$ cat src/rtl/sync_fifo_ext.sv
// Single-clock FIFO with arbitrary depth, optional first-word-fall-through read,
// programmable almost-full/almost-empty thresholds, flush and sticky error flags.
module sync_fifo_ext #(
    parameter int unsigned DEPTH      = 8,
    parameter int unsigned DATA_WIDTH = 16,
    parameter bit          FWFT       = 1'b0,
    parameter int unsigned AF_THRESH  = DEPTH - 2,
    parameter int unsigned AE_THRESH  = 2,
    localparam int unsigned CW        = $clog2(DEPTH + 1)
) (
    input  logic                  clk,
    input  logic                  rst,
    input  logic                  write_en,
    input  logic                  read_en,
    input  logic [DATA_WIDTH-1:0] data_in,
    input  logic                  flush,
    input  logic                  clear_err,
    output logic [DATA_WIDTH-1:0] data_out,
    output logic                  full,
    output logic                  empty,
    output logic                  almost_full,
    output logic                  almost_empty,
    output logic [CW-1:0]         count,
    output logic                  overflow,
    output logic                  underflow
);

    localparam int unsigned PW = (DEPTH > 1) ? $clog2(DEPTH) : 1;
    localparam logic [PW-1:0] LAST = PW'(DEPTH - 1);

    logic [DATA_WIDTH-1:0] mem [DEPTH];
    logic [PW-1:0]         wr_ptr_q, wr_ptr_d;
    logic [PW-1:0]         rd_ptr_q, rd_ptr_d;
    logic [CW-1:0]         count_q, count_d;
    logic                  overflow_q, overflow_d;
    logic                  underflow_q, underflow_d;
    logic                  rd_acc, wr_acc;
    logic                  ovf_set, udf_set;

    // Explicit wrap so non-power-of-2 depths index correctly.
    function automatic logic [PW-1:0] next_ptr(input logic [PW-1:0] p);
        return (p == LAST) ? '0 : p + PW'(1);
    endfunction

    always_comb begin
        rd_acc = read_en && !empty;
        wr_acc = write_en && (!full || rd_acc);
        ovf_set = !flush && write_en && !wr_acc;
        udf_set = !flush && read_en && empty;

        wr_ptr_d = wr_ptr_q;
        rd_ptr_d = rd_ptr_q;
        count_d  = count_q;
        if (flush) begin
            wr_ptr_d = '0;
            rd_ptr_d = '0;
            count_d  = '0;
        end else begin
            if (wr_acc) wr_ptr_d = next_ptr(wr_ptr_q);
            if (rd_acc) rd_ptr_d = next_ptr(rd_ptr_q);
            if (wr_acc && !rd_acc) begin
                count_d = count_q + CW'(1);
            end else if (rd_acc && !wr_acc) begin
                count_d = count_q - CW'(1);
            end
        end

        // A new error in the same cycle as clear_err keeps the flag set.
        overflow_d  = (overflow_q && !clear_err) || ovf_set;
        underflow_d = (underflow_q && !clear_err) || udf_set;
    end

    always_ff @(posedge clk) begin
        if (rst) begin
            wr_ptr_q    <= '0;
            rd_ptr_q    <= '0;
            count_q     <= '0;
            overflow_q  <= 1'b0;
            underflow_q <= 1'b0;
        end else begin
            wr_ptr_q    <= wr_ptr_d;
            rd_ptr_q    <= rd_ptr_d;
            count_q     <= count_d;
            overflow_q  <= overflow_d;
            underflow_q <= underflow_d;
        end
    end

    always_ff @(posedge clk) begin
        if (!rst && !flush && wr_acc) mem[wr_ptr_q] <= data_in;
    end

    if (FWFT) begin : g_fwft
        assign data_out = empty ? '0 : mem[rd_ptr_q];
    end else begin : g_std
        logic [DATA_WIDTH-1:0] dout_q;
        always_ff @(posedge clk) begin
            if (rst) begin
                dout_q <= '0;
            end else if (!flush && rd_acc) begin
                dout_q <= mem[rd_ptr_q];
            end
        end
        assign data_out = dout_q;
    end

    always_comb begin
        count        = count_q;
        empty        = (count_q == '0);
        full         = (count_q == CW'(DEPTH));
        almost_full  = (count_q >= CW'(AF_THRESH));
        almost_empty = (count_q <= CW'(AE_THRESH));
        overflow     = overflow_q;
        underflow    = underflow_q;
    end

endmodule

$ cat config.mk
export PLATFORM = sky130hd
export DESIGN_NAME = sync_fifo_ext
export DESIGN_NICKNAME = d
export VERILOG_FILES = /design/src/rtl/sync_fifo_ext.sv
export SDC_FILE = /design/constraint.sdc
export NUM_CORES = 1
export LEC_CHECK = 0
export BUFFER_PORTS_ARGS = -buffer_cell sky130_fd_sc_hd__buf_4
export CAP_MARGIN = 20
export CORE_UTILIZATION = 25
export DETAILED_ROUTE_END_ITERATION = 16
export REMOVE_ABC_BUFFERS = 1
export SLEW_MARGIN = 30
export SYNTH_ARGS = -nofsm -noshare
export SYNTH_HDL_FRONTEND = slang
export SYNTH_SLANG_ARGS = --single-unit
$ cat constraint.sdc
create_clock -name clk -period 3.8 [get_ports clk]
set_clock_uncertainty 0.2 [all_clocks]
set_input_delay 0.76 -clock clk [delete_from_list [all_inputs] [get_ports clk]]
set_output_delay 0.76 -clock clk [all_outputs]
set_load 0.02 [all_outputs]
==> results of run 1 <==
sequential cells by signal, summed over array words and instances, names as in the netlist:
register and flops:
data_out 16, overflow 1, mem 128, rd_ptr_q 3, wr_ptr_q 3, count 4, underflow 1
cell type report:
cell class	instances	area [sq um]	area share
Sequential cell	156	4410	0.596
Multi-Input combinational cell	135	1520	0.206
Timing Repair Buffer	58	448	0.0606
Clock buffer	18	439	0.0595
Tap cell	319	399	0.0540
Clock inverter	14	151	0.0205
Inverter	5	23.8	0.00322
per-stage QoR:
| step | total power [uW] | std cells | utilization |
|---|---|---|---|
| 2_1_floorplan | 2120 | 296 | - |
| 3_3_place_gp | 2230 | 673 | 0.289 |
| 3_5_place_dp | 2240 | 673 | 0.289 |
| 4_1_cts | 3900 | 705 | 0.314 |
| 5_1_grt | 4010 | 705 | 0.314 |
| 6_report | 3860 | 705 | 0.314 |
cells by family after synthesis:
family / Yosys count / share of synthesized area
buffers and inverters: 20 / 0.0206
XOR/XNOR: 2 / 0.00291
multiplexers: 33 / 0.121
AND/OR/NAND/NOR: 59 / 0.0572
AO/OA/AOI/OAI: 33 / 0.0476
adder cells (fa/ha/maj): 8 / 0.0179
flip-flops: 156 / 0.732
power by group through the flow:
| stage | Combinational, uW | Sequential (uW) | Clock [uW] |
|---|---|---|---|
| finish | 300 | 1900 | 1660 |
| global placement | 295 | 1930 | 0 |
| detailed placement | 303 | 1940 | 0 |
| CTS | 305 | 1900 | 1690 |
| floorplan | 154 | 1960 | 0 |
| global route | 329 | 1900 | 1770 |
worst max path at each step:
stage / startpoint / endpoint / slack [ns] / cells past startpoint
after floorplan: flush / mem[0][0] / 0.16 / 3
after global placement: count[0] / count[3] / 0.81 / 10
after detailed placement: count[0] / count[3] / 0.62 / 10
after CTS: count[0] / count[3] / 0.60 / 10
after global routing: count[0] / count[3] / 0.35 / 10
final: count[0] / count[3] / 0.59 / 10
cells in the final DEF (no fill, tap or decap), types with 2 or more instances in the layout:
master,n
edfxtp_1,128
buf_4,57
mux4_2,32
dfxtp_1,27
clkbuf_16,17
nor2b_1,16
a221o_1,16
nand2_1,11
nor2_1,11
a21oi_1,7
ha_1,7
inv_6,6
nand3_1,5
nor3_2,3
inv_1,3
clkinv_4,3
nor4_2,2
a211oi_1,2
or3_1,2
inv_8,2
metal layers:
metal,up-vias,global-route usage
met3,9,0.0275
met2,80,0.177
met5,-,0
met1,1575,0.133
met4,0,0.0347
li1,1393,-
==> results.toml, run 1 <==
[critical_path]
cp.buffers_inverters = 2
r2r-start = "count[0]"
rr_worst_depth = 10
crit_family = "compound AO/OA/AOI/OAI gates"
r2r-end = "count[3]"
slowest_stage = "or4b_1"
path_class = "register to register"
cp.required_ns = 3.95
cp-end-kind = "register"
cp-start-kind = "register"
cp_cell_sequence = "or4b_1, o21ai_2, inv_2, ha_1, inv_1, ha_1, a21oi_1, nand3_1, a211oi_1, a31o_2"
crit_top_cell = "ha_1"
arrival_ns = 3.36
max_stage_delay_ns = 0.62
r2r_slack_ns = 0.59
path_max_fanout = 8

[clock_tree]
clock_latency_ns = 0.41
cts_buffer_depth = 2
ctsHtreeMaxLevel = 4
clockRootBuffer = "clkbuf_16"
cts_resized = 0
path_clk_slew_ns = 0.07
ctsHoldBuffers = 0
cts_buffers = 17
cts_setup_buffers = 0
tritoncts = "yes"
cts_sinks = 156

[die]
core_area_sq_um = 23500
placementRows = 56
io_pins = 48
die-area_sq_um = 24700
start_util = 0.255
fp.dieH_um = 157
die_x_um = 157

[finish]
diodes = 0
area_growth_pct = 22.8
n_fill_cell = 2295
final_area_sq_um = 7390
drive_gt1_frac = 0.360
nNetsFinal = 403

[timing]
worstMarginPinSlew_ns = 0.736
setup_violations = 0
hold_viol_final = 0
fin_tns_setup_ns = 0
clock.fmax_mhz = 311
fin_crit_ns = 3.21
rsz0062_at_grt = "false"
finalMaxSlewViolations = 0
fin_crit_sh = 0.845
setup_ws_ns = 0.588
fin_hold_ws_ns = 0.285
timing.slew.headroom = 0.509

[global_route]
grt_pass1_vias = 3291
antenna_found_initial = 0
grt_usage = 0.106
grt_overflow = 0
grt_max_degree = 33
grt_pass1_wl_um = 18900

[placement]
placed_cell_area_sq_um = 6800
dp_slack_ns = 0.617
portBuffers = 47
place_congestion = 0.725
dp_hpwl_um = 7080

[logic_synthesis]
ys_seq_area_frac = 0.732
async_flop_share = 0
syn_avg_cell_area_sq_um = 19.3
synth_warnings = 0
ys.flop_type = "edfxtp_1"
yosysMostFrequentCell = "edfxtp_1"
ys_types = 43
synth_area_leaders = "edfxtp_1, mux4_2, dfxtp_1"
synth_cells = 311
netlist.area_leader.share = 0.639
netlist_area_sq_um = 6010
synth_commonest_cells = "edfxtp_1, mux4_2, dfxtp_1"
synth_edf_count = 128
yosys.area.top_type = "edfxtp_1"
ys_ff_latch = 156

[power]
p_leak_uw = 0.00243
power_density_nw_per_um2 = 522
ir_drop_v = 0.000307
power.share.switching = 0.235
combPwrFrac = 0.078
switching_power_uw = 905
internal-power_uw = 2950
power.clock.fraction = 0.429
pwr-share-seq = 0.493

[worst_hold_path]
hp-class = "register to register"
hold-path-cell-count = 1
min_to = "data_out[0]"
worstHoldStart = "data_out[0]"

[routing]
ant_nets = 0
drt_iter0_markers = 192
first_pass_iters = 4
wl_met3_um = 572
vias_per_cell = 4.34
vias = 3057
drc = 0
wl_met2_um = 6110
wl_met1_um = 5330
routed_wirelength_um = 12100
top_layer_used = "met4"
wl_per_cell_um = 17.2

[job]
maxCapViolCount = 0

[status]
status = "completed"
No activity file was read; power rests on OpenSTA's default activity.
==> run 2: changes to the inputs <==
==> constraint.sdc (replaced) <==
create_clock -name clk -period 3.23 [get_ports clk]
set_clock_uncertainty 0.2 [all_clocks]
set_input_delay 0.646 -clock clk [delete_from_list [all_inputs] [get_ports clk]]
set_output_delay 0.646 -clock clk [all_outputs]
set_load 0.02 [all_outputs]
==> run 2 against run 1 <==
Against the previous run: power grew 15%; global-route usage grew 0.27 points; sequential power grew 18%; die area is the same; combinational power grew 19%; maximum frequency grew 8.6%; worst setup slack lost 0.32 ns; wire length grew 0.99%; critical endpoint unchanged; largest cell class unchanged.
==> results.toml, run 2 (same netlist as run 1, synthesis figures left out) <==
[die]
placementRows = 56
die-area_sq_um = 24700
die_x_um = 157
fp.dieH_um = 157
start_util = 0.255
io_pins = 48
core_area_sq_um = 23500

[routing]
vias_per_cell = 4.37
ant_nets = 0
first_pass_iters = 4
routed_wirelength_um = 12200
drc = 0
vias = 3088
wl_per_cell_um = 17.3
drt_iter0_markers = 239

[clock_tree]
clock_latency_ns = 0.42
tritoncts = "yes"
cts_setup_buffers = 0
cts_buffer_depth = 2
ctsHtreeMaxLevel = 4
path_clk_slew_ns = 0.07
cts_buffers = 17
clockRootBuffer = "clkbuf_16"
cts_resized = 0
ctsHoldBuffers = 0
cts_sinks = 156

[timing]
fin_crit_ns = 2.96
setup_violations = 0
finalMaxSlewViolations = 0
rsz0062_at_grt = "false"
clock.fmax_mhz = 338
worstMarginPinSlew_ns = 0.715
hold_viol_final = 0
fin_crit_sh = 0.916
timing.slew.headroom = 0.523

[critical_path]
cp-end-kind = "register"
max_stage_delay_ns = 0.61
crit_family = "compound AO/OA/AOI/OAI gates"
rr_worst_depth = 10
arrival_ns = 3.06
path_class = "register to register"
path_max_fanout = 7
cp_cell_sequence = "or4b_1, o21ai_2, inv_2, ha_1, inv_1, ha_1, a21oi_1, a211o_1, a211oi_1, a31o_2"
cp-start-kind = "register"
r2r_slack_ns = 0.27
slowest_stage = "or4b_1"
crit_top_cell = "ha_1"
cp.required_ns = 3.34
cp.buffers_inverters = 2
r2r-end = "count[3]"
r2r-start = "count[0]"

[power]
combPwrFrac = 0.080
power.share.switching = 0.236
switching_power_uw = 1040
pwr-share-seq = 0.505
internal-power_uw = 3380
power_uw = 4430
power_density_nw_per_um2 = 602
p_leak_uw = 0.00241
power.clock.fraction = 0.415
ir_drop_v = 0.000302

[finish]
top_register = "mem"
largest_reg_flops = 128
diodes = 0
fin_cells = 706
final_common_cell = "edfxtp_1"
area_growth_pct = 22.3
drive_gt1_frac = 0.359
final_cell_mix = "edfxtp_1, buf_4, mux4_2, dfxtp_1, clkbuf_16"
nNetsFinal = 404
n_fill_cell = 2316

[global_route]
grt_pass1_wl_um = 19200
grt_overflow = 0
grt_max_degree = 33
antenna_found_initial = 0
grt_pass1_vias = 3357
grt_usage = 0.108

[worst_hold_path]
hold-path-cell-count = 1
hp-class = "input port to register"
min_to = "mem[0][10]"
worstHoldStart = "data_in[10]"

[placement]
place_congestion = 0.784
post-place-cells = 674
portBuffers = 47
dp_hpwl_um = 7360

[job]
maxCapViolCount = 0

[status]
status = "completed"
[run 2: changes by cell type in the layout (fill, tap and decap cells not counted)]
cell and change:
buf_4 +1, bufinv_16 -1, clkbuf_1 +1, clkinv_2 +1, clkinv_4 -1, clkinv_8 -1, clkinvlp_4 +1, inv_6 +1
inv_8 -1
[run 2: worst max path at each step]
stage | to | cells past startpoint | from
2_1_floorplan | mem[0][0] | 3 | flush
3_3_place_gp | count[3] | 9 | count[0]
3_5_place_dp | count[3] | 10 | count[0]
4_1_cts | count[3] | 10 | count[0]
5_1_grt | count[3] | 9 | count[0]
6_report | count[3] | 10 | count[0]
[run 2: per-layer routing]
metal,part of all wire,up-vias,track usage
met5,0,-,0
met4,0.011,0,0.0305
met3,0.044,13,0.0366
met2,0.52,71,0.188
met1,0.43,1604,0.127
li1,-,1400,-
[run 2: power groups by stage]
stage	combinational [uW]	clock [uW]	sequential, uW
CTS	362	1880	2240
detailed placement	361	0	2280
global placement	349	0	2280
floorplan	181	0	2310
global route	390	1970	2240
finish	356	1840	2240
[run 2: cell type report]
class | instances | area (sq um) | area share
flip-flops and latches | 156 | 4410 | 0.599
multi-input cells | 135 | 1520 | 0.207
repair buffers | 59 | 455 | 0.0619
clock buffers | 19 | 443 | 0.0602
well taps | 319 | 399 | 0.0543
clock inverters | 13 | 106 | 0.0145
inverters | 5 | 23.8 | 0.00323
[run 2: metrics by stage]
step	hold slack [ns]	cell area, sq um	setup WS (ns)	utilization	setup TNS [ns]
after detailed placement	0.258	6800	0.304	0.289	0
after global routing	0.234	7350	0.0839	0.312	0
after floorplan	0.311	5910	-0.296	-	-8.05
after global placement	0.263	6800	0.474	0.289	0
final	0.260	7350	0.272	0.312	0
after CTS	0.244	7350	0.293	0.312	0
==> run 3: changes to the inputs <==
--- a/config.mk
+++ b/config.mk
@@ -5,9 +5,10 @@
 export SDC_FILE = /design/constraint.sdc
 export NUM_CORES = 1
 export LEC_CHECK = 0
-export BUFFER_PORTS_ARGS = -buffer_cell sky130_fd_sc_hd__buf_4
+export BUFFER_PORTS_ARGS = -buffer_cell sky130_fd_sc_hd__clkbuf_2
 export CAP_MARGIN = 20
 export CORE_UTILIZATION = 25
+export CTS_BUF_LIST = sky130_fd_sc_hd__clkbuf_8
 export DETAILED_ROUTE_END_ITERATION = 16
 export REMOVE_ABC_BUFFERS = 1
 export SLEW_MARGIN = 30
==> run 3 against run 2 <==
Against the previous run: die area unchanged; final cell count stayed put; utilization is 1.2 points lower; via count rose by 0.23%; wire length rose by 0.71%; combinational power is 5.9% lower; non-clock buffer count unchanged; power shrank 10%; critical path type unchanged; highest routed layer unchanged.
==> results.toml, run 3 (same netlist as run 1, synthesis figures left out) <==
[power]
power.share.switching = 0.253
combPwrFrac = 0.084
pwr-share-seq = 0.561
p_leak_uw = 0.00231
switching_power_uw = 1010
power_density_nw_per_um2 = 563
ir_drop_v = 0.000247
internal-power_uw = 2970
power.clock.fraction = 0.355

[finish]
final_area_sq_um = 7070
final_common_cell = "edfxtp_1"
diodes = 0
area_growth_pct = 17.6
n_fill_cell = 2372
drive_gt1_frac = 0.359
top_register = "mem"
nNetsFinal = 404
largest_reg_flops = 128
final_cell_mix = "edfxtp_1, clkbuf_2, mux4_2, dfxtp_1, clkbuf_8"

[routing]
drt_iter0_markers = 272
vias = 3095
drc = 0
ant_nets = 0
first_pass_iters = 4
vias_per_cell = 4.38
wl_per_cell_um = 17.5
routed_wirelength_um = 12300

[critical_path]
cp.required_ns = 3.36
cp.buffers_inverters = 2
path_class = "register to register"
crit_family = "compound AO/OA/AOI/OAI gates"
cp-end-kind = "register"
r2r-end = "count[3]"
crit_top_cell = "ha_1"
cp_cell_sequence = "or4b_1, o21ai_2, inv_2, ha_1, inv_1, ha_1, a21oi_1, a211o_1, a211oi_1, a31o_2"
cp-start-kind = "register"
r2r-start = "count[0]"
rr_worst_depth = 10
path_max_fanout = 7
arrival_ns = 3.05
max_stage_delay_ns = 0.62
slowest_stage = "or4b_1"
r2r_slack_ns = 0.31

[timing]
fin_crit_ns = 2.92
timing.slew.headroom = 0.497
clock.fmax_mhz = 343
fin_tns_setup_ns = 0
worstMarginPinSlew_ns = 0.755
rsz0062_at_grt = "false"
setup_violations = 0
fin_crit_sh = 0.903
hold_viol_final = 0
finalMaxSlewViolations = 0

[worst_hold_path]
hold-path-cell-count = 1
min_to = "mem[3][14]"
hp-class = "input port to register"
worstHoldStart = "data_in[14]"

[global_route]
antenna_found_initial = 0
grt_pass1_vias = 3283
grt_pass1_wl_um = 19000
grt_usage = 0.108
grt_overflow = 0
grt_max_degree = 33

[die]
die_x_um = 157
io_pins = 48
fp.dieH_um = 157
die-area_sq_um = 24700
core_area_sq_um = 23500
placementRows = 56
start_util = 0.255

[clock_tree]
cts_setup_buffers = 0
ctsHoldBuffers = 0
cts_buffers = 17
clock_latency_ns = 0.44
tritoncts = "yes"
cts_buffer_depth = 2
path_clk_slew_ns = 0.10
cts_resized = 0
ctsHtreeMaxLevel = 4
clockRootBuffer = "clkbuf_8"
cts_sinks = 156

[job]
maxCapViolCount = 0

[placement]
dp_hpwl_um = 7210
placed_cell_area_sq_um = 6690
portBuffers = 47
place_congestion = 0.742

[status]
status = "completed"
[run 3: power groups by stage]
stage	sequential, uW	clock (uW)	combinational, uW
2_1_floorplan	2310	0	181
6_report	2230	1410	335
5_1_grt	2240	1530	366
3_5_place_dp	2280	0	342
4_1_cts	2230	1450	344
3_3_place_gp	2270	0	328
[run 3: cell type report]
cell class / instances / area, sq um / area share
flip-flops and latches: 156 / 4410 / 0.623
multi-input cells: 135 / 1520 / 0.215
well taps: 319 / 399 / 0.0564
repair buffers: 59 / 338 / 0.0478
clock buffers: 17 / 234 / 0.0331
clock inverters: 15 / 151 / 0.0214
inverters: 5 / 23.8 / 0.00336
[run 3: through the flow]
stage | std cells | util | setup WS (ns) | total power [uW] | hold WS (ns)
2_1_floorplan | 296 | - | -0.296 | 2490 | 0.311
6_report | 706 | 0.300 | 0.313 | 3980 | 0.269
3_5_place_dp | 674 | 0.284 | 0.327 | 2620 | 0.261
5_1_grt | 706 | 0.300 | 0.192 | 4140 | 0.258
4_1_cts | 706 | 0.300 | 0.312 | 4030 | 0.250
3_3_place_gp | 674 | 0.284 | 0.464 | 2600 | 0.261
[run 3: worst max-delay path by stage]
stage          depth (start not counted)        end     start  slack [ns]
2_1_floorplan                          3  mem[0][0]     flush       -0.30
3_3_place_gp                           9   count[3]  count[0]        0.46
3_5_place_dp                          10   count[3]  count[0]        0.33
4_1_cts                               10   count[3]  count[0]        0.31
5_1_grt                               10   count[3]  count[0]        0.19
6_report                              10   count[3]  count[0]        0.31
[run 3: worst reg2reg max path, cell delays in order, from the launching register on]
cell and delay [ns]:
dfxtp_1 0.40, or4b_1 0.62, o21ai_2 0.20, inv_2 0.08, ha_1 0.20, inv_1 0.13, ha_1 0.29, a21oi_1 0.21
a211o_1 0.18, a211oi_1 0.07, a31o_2 0.22
[run 3: metal layers]
metal / global-route usage / vias up / routed length [um]
met5: 0 / - / 0
met4: 0.0421 / 0 / 172
met3: 0.0286 / 14 / 487
met2: 0.183 / 77 / 6310
met1: 0.131 / 1606 / 5360
li1: - / 1398 / -
